**config.mk**
```make
export PLATFORM = sky130hd
export DESIGN_NAME = vga_timing_ctrl
export DESIGN_NICKNAME = d
export VERILOG_FILES = /design/src/rtl/vga_timing_pkg.sv /design/src/rtl/counter.sv /design/src/rtl/vga_timing_ctrl.sv
export SDC_FILE = /design/constraint.sdc
export NUM_CORES = 1
export LEC_CHECK = 0
export BUFFER_PORTS_ARGS = -buffer_cell sky130_fd_sc_hd__buf_2
export CORE_AREA = 2 2 88 56
export DETAILED_ROUTE_END_ITERATION = 6
export DIE_AREA = 0 0 90 58
export GPL_ROUTABILITY_DRIVEN = 0
export PLACE_DENSITY = 0.89
export SYNTH_ARGS = -nofsm -noshare
export SYNTH_HDL_FRONTEND = slang
export SYNTH_HIERARCHICAL = 1
export SYNTH_SLANG_ARGS = --single-unit
```
**constraint.sdc**
```tcl
create_clock -name iClk -period 2.8 [get_ports iClk]
set_clock_uncertainty 0.05 [all_clocks]
set_input_delay 0.14 -clock iClk [delete_from_list [all_inputs] [get_ports iClk]]
set_output_delay 0.14 -clock iClk [all_outputs]
set_load 0.01 [all_outputs]
```
**src/rtl/vga_timing_pkg.sv**
```systemverilog
// rtl/vga_timing_pkg.sv - phase encodings and default 640x480@60 timing for the VGA raster
package vga_timing_pkg;

  typedef enum logic [1:0] {
    ACTIVE = 2'd0,
    FRONT  = 2'd1,
    SYNC   = 2'd2,
    BACK   = 2'd3
  } phaseT;

  localparam int DEF_CLK_DIV  = 4;
  localparam int DEF_H_ACTIVE = 640;
  localparam int DEF_H_FP     = 16;
  localparam int DEF_H_SYNC   = 96;
  localparam int DEF_H_BP     = 48;
  localparam int DEF_V_ACTIVE = 480;
  localparam int DEF_V_FP     = 10;
  localparam int DEF_V_SYNC   = 2;
  localparam int DEF_V_BP     = 33;

  function automatic phaseT nextPhase(input phaseT cur);
    case (cur)
      ACTIVE:  return FRONT;
      FRONT:   return SYNC;
      SYNC:    return BACK;
      default: return ACTIVE;
    endcase
  endfunction

endpackage

```
**src/rtl/counter.sv**
```systemverilog
// rtl/counter.sv - wrapping up-counter 0..LIM-1 that advances while iEn is high
module counter #(
  parameter int LIM = 2,
  parameter int W   = (LIM > 1) ? $clog2(LIM) : 1
) (
  input  logic         iClk,
  input  logic         iRst,
  input  logic         iEn,
  output logic [W-1:0] oCount
);

  localparam logic [W-1:0] TOP = W'(LIM - 1);

  always_ff @(posedge iClk) begin
    if (iRst) begin
      oCount <= '0;
    end else if (iEn) begin
      oCount <= (oCount == TOP) ? '0 : oCount + W'(1);
    end
  end

endmodule

```
**src/rtl/vga_timing_ctrl.sv**
```systemverilog
// rtl/vga_timing_ctrl.sv - VGA raster sequencer: pixel divider, h/v counters, phase FSMs, output register
module vga_timing_ctrl
  import vga_timing_pkg::*;
#(
  parameter int   CLK_DIV  = DEF_CLK_DIV,
  parameter int   H_ACTIVE = DEF_H_ACTIVE,
  parameter int   H_FP     = DEF_H_FP,
  parameter int   H_SYNC   = DEF_H_SYNC,
  parameter int   H_BP     = DEF_H_BP,
  parameter int   V_ACTIVE = DEF_V_ACTIVE,
  parameter int   V_FP     = DEF_V_FP,
  parameter int   V_SYNC   = DEF_V_SYNC,
  parameter int   V_BP     = DEF_V_BP,
  parameter logic SYNC_POL = 1'b0,
  localparam int  H_TOTAL  = H_ACTIVE + H_FP + H_SYNC + H_BP,
  localparam int  V_TOTAL  = V_ACTIVE + V_FP + V_SYNC + V_BP,
  localparam int  XW       = $clog2(H_TOTAL),
  localparam int  YW       = $clog2(V_TOTAL)
) (
  input  logic          iClk,
  input  logic          iRst,
  input  logic          iEn,
  output logic          oHSync,
  output logic          oVSync,
  output logic          oVideoOn,
  output logic [XW-1:0] oX,
  output logic [YW-1:0] oY,
  output logic          oPixTick,
  output logic          oFrameStart
);

  localparam int DW = (CLK_DIV > 1) ? $clog2(CLK_DIV) : 1;

  // Last count of each phase; the FSM leaves a phase as the counter steps off it.
  localparam logic [DW-1:0] DIV_LAST   = DW'(CLK_DIV - 1);
  localparam logic [XW-1:0] H_ACT_END  = XW'(H_ACTIVE - 1);
  localparam logic [XW-1:0] H_FP_END   = XW'(H_ACTIVE + H_FP - 1);
  localparam logic [XW-1:0] H_SYNC_END = XW'(H_ACTIVE + H_FP + H_SYNC - 1);
  localparam logic [XW-1:0] H_LAST     = XW'(H_TOTAL - 1);
  localparam logic [YW-1:0] V_ACT_END  = YW'(V_ACTIVE - 1);
  localparam logic [YW-1:0] V_FP_END   = YW'(V_ACTIVE + V_FP - 1);
  localparam logic [YW-1:0] V_SYNC_END = YW'(V_ACTIVE + V_FP + V_SYNC - 1);
  localparam logic [YW-1:0] V_LAST     = YW'(V_TOTAL - 1);

  logic [DW-1:0] divCount;
  logic [XW-1:0] hCount;
  logic [YW-1:0] vCount;
  logic          tick;
  logic          hLast;
  logic          vAdv;

  phaseT         hState, hStateNxt;
  phaseT         vState, vStateNxt;
  logic [XW-1:0] hEnd;
  logic [YW-1:0] vEnd;

  assign tick  = iEn & (divCount == DIV_LAST);
  assign hLast = (hCount == H_LAST);
  assign vAdv  = tick & hLast;

  counter #(.LIM(CLK_DIV), .W(DW)) uDiv (
    .iClk   (iClk),
    .iRst   (iRst),
    .iEn    (iEn),
    .oCount (divCount)
  );

  counter #(.LIM(H_TOTAL), .W(XW)) uHCnt (
    .iClk   (iClk),
    .iRst   (iRst),
    .iEn    (tick),
    .oCount (hCount)
  );

  counter #(.LIM(V_TOTAL), .W(YW)) uVCnt (
    .iClk   (iClk),
    .iRst   (iRst),
    .iEn    (vAdv),
    .oCount (vCount)
  );

  always_ff @(posedge iClk) begin
    if (iRst) begin
      hState <= ACTIVE;
      vState <= ACTIVE;
    end else begin
      hState <= hStateNxt;
      vState <= vStateNxt;
    end
  end

  always_comb begin
    hEnd      = H_LAST;
    vEnd      = V_LAST;
    hStateNxt = hState;
    vStateNxt = vState;
    case (hState)
      ACTIVE:  hEnd = H_ACT_END;
      FRONT:   hEnd = H_FP_END;
      SYNC:    hEnd = H_SYNC_END;
      default: hEnd = H_LAST;
    endcase
    case (vState)
      ACTIVE:  vEnd = V_ACT_END;
      FRONT:   vEnd = V_FP_END;
      SYNC:    vEnd = V_SYNC_END;
      default: vEnd = V_LAST;
    endcase
    if (tick && (hCount == hEnd)) hStateNxt = nextPhase(hState);
    if (vAdv && (vCount == vEnd)) vStateNxt = nextPhase(vState);
  end

  // Every output is taken from the same pre-edge state, so they stay mutually aligned.
  always_ff @(posedge iClk) begin
    if (iRst) begin
      oX          <= '0;
      oY          <= '0;
      oVideoOn    <= 1'b0;
      oHSync      <= ~SYNC_POL;
      oVSync      <= ~SYNC_POL;
      oPixTick    <= 1'b0;
      oFrameStart <= 1'b0;
    end else if (iEn) begin
      oX          <= hCount;
      oY          <= vCount;
      oVideoOn    <= (hState == ACTIVE) && (vState == ACTIVE);
      oHSync      <= (hState == SYNC) ? SYNC_POL : ~SYNC_POL;
      oVSync      <= (vState == SYNC) ? SYNC_POL : ~SYNC_POL;
      oPixTick    <= tick;
      oFrameStart <= tick && (hCount == '0) && (vCount == '0);
    end else begin
      oPixTick    <= 1'b0;
      oFrameStart <= 1'b0;
    end
  end

endmodule

```
==> results.yml, run 1 <==
floorplanning:
  fp.coreArea_mm2: 0.00442
  row_count: 19
  num_io_pins: 28
  die-width_um: 90
  initial_core_util_pct: 55.3
  die_area_mm2: 0.00522
  die_y_um: 58
clock_tree:
  cts_resized: 0
  cts_root_buffer: "clkbuf_8"
  clk_path_buf_depth: 2
  clkSinkCount: 51
  cts.clk_slew.worst_paths_ps: 100
  insertion_delay_ps: 310
  cts_max_level: 2
  post-cts-setup-buffer-count: 0
  cts_tree: "yes"
  numCtsBuffers: 5
  holdBufCountCts: 0
placed_design:
  port_buffers: 27
  hpwl_um: 3520
  dp_cells: 341
  placedInstanceArea_mm2: 0.00262
worst_setup_path:
  cp_top_family: "simple AND/OR/NAND/NOR gates"
  slowest_stage: "or4_1"
  ff2ff_setup_slack_ps: 480
  path_buf_inv: 0
  crit_path_cell_trace: "nand2_1 -> nor3_4 -> and2_1 -> nand4_4 -> or4_1 -> a21oi_1"
  r2r_cells: 6
  critPathKind: "reg -> reg"
  crit_required_ps: 3000
  crit_fanout: 10
  reg2reg_from: "uHCnt/oCount[2]"
  r2r-end: "uVCnt/oCount[9]"
  critical_path.max_stage_delay_ps: 550
  cp.arrival_ps: 2520
  crit_path_end_kind: "register"
  worstSetupStartpointType: "register"
timing:
  fmax_mhz: 431
  finalCriticalPeriod_ps: 2320
  hold_ws_ps: 118
  finalMaxSlewViolations: 0
  rsz0062_at_grt: "false"
  setup_viol: 0
  fin_tns_setup_ps: 0
  slew_headroom_pct: 55.4
  tightest_slew_ps: 669
  period_share_pct: 82.9
  final_hold_viol_count: 0
worst_hold_path:
  whs_path_depth: 3
  min_path_type: "in -> reg"
  hold-path-endpoint: "oPixTick"
  min_from: "iEn"
synthesis:
  syn_nets: 272
  synthArstFlopShare_pct: 0
  ys.flop_type: "dfxtp_1"
  synthDominantCellAreaShare_pct: 41.7
  synth_cell_types: 48
  synth_top_cell_by_area: "dfxtp_1"
  yosysMostFrequentCell: "dfxtp_1"
  synth_area_leaders: "dfxtp_1, mux2i_1, nor2_1, ha_1, a21oi_1"
  synth-seq-cells: 51
  synth_cells: 259
  synth-edff-count: 0
  syn_area_per_cell_um2: 9.45
  syn-cell-area_mm2: 0.00245
  synth-seq-area-share_pct: 41.7
  yosys_warnings: 6
  synth_commonest_cells: "dfxtp_1, nor2_1, mux2i_1"
drt:
  viasPerCell: 5.56
  wirelength_um: 5050
  first_iter_violations: 145
  route.detailed.drc: 0
  wl_per_cell_um: 14.5
  vias: 1940
  firstDrtPassIters: 5
  postRouteAntennaNets: 0
pwr:
  power.switching_uw: 311
  power.share.switching_pct: 23.2
  p_comb_share_pct: 4.9
  p_seq_share_pct: 55.3
  p_per_area_mw_per_mm2: 490
  p_int_mw: 1.03
  ir_drop_mv: 0.295
  pwr-share-clk_pct: 39.8
  leakagePower_nw: 1.19
layout:
  postLayoutCellArea_mm2: 0.00273
  area_growth_pct: 11.7
  drive_above_1_share_pct: 18.9
  fin_util_pct: 61.8
  instances_no_fill: 349
  fin_nets: 298
  antenna_cells: 0
global_routing:
  overflow: 0
  grt_max_degree: 38
  grt_use_total_pct: 21.2
  antenna_found_initial: 0
  grt_pass1_wl_um: 8740
  first_global_vias: 1796
job:
  drv_cap: 0
run_status:
  outcome: "finished clean"
==> worst reg2reg max path, cell delays in order, from the launching register on <==
cell and delay, ps:
dfxtp_1 520, nand2_1 160, nor3_4 250, and2_1 370
nand4_4 200, or4_1 550, a21oi_1 150
==> worst max path at each step <==
stage / depth (start not counted) / to / from
4_1_cts: 6 / uVCnt/oCount[9] / uHCnt/oCount[2]
3_5_place_dp: 6 / uVCnt/oCount[9] / uHCnt/oCount[2]
5_1_grt: 6 / uVCnt/oCount[7] / uHCnt/oCount[2]
3_3_place_gp: 6 / uVCnt/oCount[7] / uHCnt/oCount[2]
2_1_floorplan: 7 / uVCnt/oCount[7] / uHCnt/oCount[2]
6_report: 6 / uVCnt/oCount[9] / uHCnt/oCount[2]
==> flip-flops by register name, summed over array words and instances (netlist names) <==
name,cells
oX,10
oVSync,1
uDiv/oCount,2
oY,10
oFrameStart,1
uHCnt/oCount,10
vState,2
hState,2
uVCnt/oCount,10
oPixTick,1
oHSync,1
oVideoOn,1
==> metrics by stage <==
| step | setup WS (ps) | power [mW] |
|---|---|---|
| 2_1_floorplan | 857 | 0.807 |
| 3_3_place_gp | 631 | 0.819 |
| 3_5_place_dp | 530 | 0.823 |
| 4_1_cts | 487 | 1.35 |
| 5_1_grt | 324 | 1.38 |
| 6_report | 479 | 1.34 |
==> power groups by stage <==
stage / registers [mW] / logic [mW] / clock network [mW]
after floorplan: 0.756 / 0.0513 / 0
after global placement: 0.757 / 0.0626 / 0
after detailed placement: 0.757 / 0.0651 / 0
after global routing: 0.742 / 0.0711 / 0.568
final: 0.741 / 0.0650 / 0.534
after CTS: 0.741 / 0.0654 / 0.542
==> placed cells by master, fill, tap and decap left out, types with 2 or more instances in the layout <==
cell,instances
xnor2_1,4
dfxtp_1,51
nor3_1,6
nand4_1,7
mux2i_1,24
nand2b_1,4
xor2_1,7
o21ai_0,7
o31ai_1,6
nand4_4,2
or4_1,6
nand2_1,12
nor4_1,3
or3_2,3
and3_2,2
or3b_1,2
inv_1,12
buf_2,27
clkbuf_8,5
nor2_1,38
ha_1,10
and3_1,2
nand3_1,8
a21oi_1,13
==> cell type report <==
| class | instances | area, µm² |
|---|---|---|
| fillers | 387 | 1690 |
| multi-input cells | 187 | 1330 |
| flip-flops and latches | 51 | 1020 |
| repair buffers | 28 | 143 |
| well taps | 63 | 78.8 |
| clock buffers | 5 | 68.8 |
| clock inverters | 3 | 47.5 |
| inverters | 12 | 45.0 |
==> cells by family (layout without fill, tap and decap cells) <==
logic type	after synthesis	count (layout)	synth area share [%]
buffers and inverters	21	48	3.99
muxes	26	26	10.9
adders and majority gates	10	10	5.11
DFF	51	51	41.7
AOI/OAI and AO/OA	36	36	10.4
xor gates and xnor gates	11	11	3.94
and+or+nand+nor	104	104	24.0
==> metal layers <==
metal	share of wire [%]	wire length (µm)	vias to the layer above	global-route usage, %
li1	-	-	975	-
met1	52	2630	901	31.1
met2	40	2050	57	30.9
met3	6.1	310	7	4.68
met4	1.2	63	0	8.13
met5	0	0	-	0
(Power assumes the default switching activity.)
==> inputs of run 2 (changes only) <==
Settings changed: CORE_AREA 2 2 88 56 to 2 2 92 59, DIE_AREA 0 0 90 58 to 0 0 94 61, PLACE_DENSITY 0.89 to 0.85.
Clock period 2.8 ns to 1.9 ns, I/O delays scaled along.
==> run 2 against run 1 <==
Effect of this change:
- non-clock buffer count is 23 higher
- wire length rose by 13%
- sequential cell count did not move
- design area up 8.3%
- combinational power is 78% higher
- clock power grew 21%
- final cell count increased by 7.7%
- die area increased by 9.8%
==> results.yml, run 2 (same netlist as run 1, synthesis figures left out) <==
timing:
  setup_viol: 0
  final_hold_viol_count: 0
  slew_headroom_pct: 70.2
  period_share_pct: 97.5
  fmax_mhz: 540
  finalMaxSlewViolations: 0
  finalCriticalPeriod_ps: 1850
  tightest_slew_ps: 445
worst_setup_path:
  critPathLaunch: "uHCnt/oCount[6]"
  crit_fanout: 5
  crit_path_end_kind: "register"
  critPathKind: "reg -> reg"
  critical_path.max_stage_delay_ps: 550
  crit_required_ps: 2100
  crit_path_cell_trace: "nor3_2 -> and3_4 -> and2_4 -> nand4_4 -> or4_1 -> a21oi_2"
  reg2reg_from: "uHCnt/oCount[6]"
  slowest_stage: "or4_1"
  cp.arrival_ps: 2050
  worstSetupStartpointType: "register"
drt:
  viasPerCell: 5.63
  wl_per_cell_um: 15.2
  postRouteAntennaNets: 0
  first_iter_violations: 132
  firstDrtPassIters: 4
  vias: 2116
  wirelength_um: 5710
  route.detailed.drc: 0
pwr:
  leakagePower_nw: 1.33
  p_comb_share_pct: 6.3
  power.share.switching_pct: 24.8
  power.switching_uw: 458
  p_seq_share_pct: 58.7
  p_int_mw: 1.39
  p_per_area_mw_per_mm2: 625
  pwr-share-clk_pct: 35.0
  ir_drop_mv: 0.451
  total_power_mw: 1.85
floorplanning:
  num_io_pins: 28
  initial_core_util_pct: 50.2
  die_area_mm2: 0.00573
  die-width_um: 94
  fp.coreArea_mm2: 0.00488
  row_count: 20
  die_y_um: 61
placed_design:
  hpwl_um: 4030
  port_buffers: 27
  placedInstanceArea_mm2: 0.00279
  dp_cells: 366
clock_tree:
  cts_tree: "yes"
  numCtsBuffers: 5
  cts.clk_slew.worst_paths_ps: 100
  holdBufCountCts: 0
  clkSinkCount: 51
  insertion_delay_ps: 310
  cts_max_level: 2
  cts_root_buffer: "clkbuf_8"
  clk_path_buf_depth: 2
layout:
  fin_nets: 322
  final_cell_mix: "dfxtp_1, nor2_1, buf_2"
  instances_no_fill: 376
  area_growth_pct: 20.9
  drive_above_1_share_pct: 30.0
  postLayoutCellArea_mm2: 0.00296
  antenna_cells: 0
  final_common_cell: "dfxtp_1"
global_routing:
  first_global_vias: 1858
  overflow: 0
  antenna_found_initial: 0
  grt_use_total_pct: 20.8
  grt_pass1_wl_um: 9090
  grt_max_degree: 30
worst_hold_path:
  min_path_type: "in -> reg"
  min_from: "iEn"
job:
  drv_cap: 0
run_status:
  outcome: "finished clean"
-- run 2: cell count changes in the layout (fill, tap and decap cells not counted), moves of 2 or more --
cell     delta
a21oi_2     +2
ha_4        +2
a21oi_1     -2
dfxtp_1     -7
dfxtp_2     +7
ha_1        -2
buf_4      +23
-- run 2: cell type report --
class | count | area [µm²]
clock buffers | 5 | 68.8
inverters | 12 | 45.0
fillers | 442 | 1920
clock inverters | 3 | 22.5
flip-flops and latches | 51 | 1030
repair buffers | 51 | 315
well taps | 66 | 82.6
multi-input cells | 188 | 1400
-- run 2: layer usage --
layer / part of all wire (%) / vias up / global-route usage (%)
met4: 1.2 / 0 / 4.55
met5: 0 / - / 0
met2: 44 / 75 / 31.5
met3: 7.4 / 6 / 6.58
li1: - / 1022 / -
met1: 47 / 1013 / 29.5
-- run 2: through the flow --
| stage | utilization, % | hold WS (ps) | worst slack, ps | setup TNS, ps |
|---|---|---|---|---|
| after floorplan | - | 110 | 8.69 | 0 |
| after global placement | 57.2 | 402 | 45.9 | 0 |
| after detailed placement | 57.2 | 416 | -12.6 | -15.5 |
| after CTS | 59.3 | 81.5 | 12.9 | 0 |
| after global routing | 60.6 | 88.7 | -42.2 | -80.9 |
| final | 60.6 | 85.3 | 48.2 | 0 |
-- run 2: power groups by stage --
stage | registers [mW] | clock network (mW) | logic, mW
final | 1.09 | 0.648 | 0.116
after floorplan | 1.11 | 0 | 0.0756
after detailed placement | 1.11 | 0 | 0.109
after CTS | 1.09 | 0.666 | 0.109
after global placement | 1.11 | 0 | 0.106
after global routing | 1.09 | 0.724 | 0.125
-- run 2: worst paths after layout --
| path | end | cells after the start | slack [ps] |
|---|---|---|---|
| max | uVCnt/oCount[7] | 6 | 50 |
| min | oPixTick | 3 | 90 |
| max reg2reg | uVCnt/oCount[7] | 6 | 50 |
| min reg2reg | oHSync | 2 | 440 |
-- run 2: what timing repair did --
| item | in CTS | in global routing |
|---|---|---|
| pin swaps | 0 | 3 |
| gates cloned | 0 | 1 |
| gates resized for setup | 3 | 10 |
| buffers inserted | 0 | 1 |
| endpoints found under the setup margin | 5 | 8 |
-- run 2: worst max-delay path, delay by kind of cell, from the launching register on --
family | cells | cell delay (ps)
and+or+nand+nor | 5 | 1260
DFF | 1 | 330
AOI/OAI and AO/OA | 1 | 150
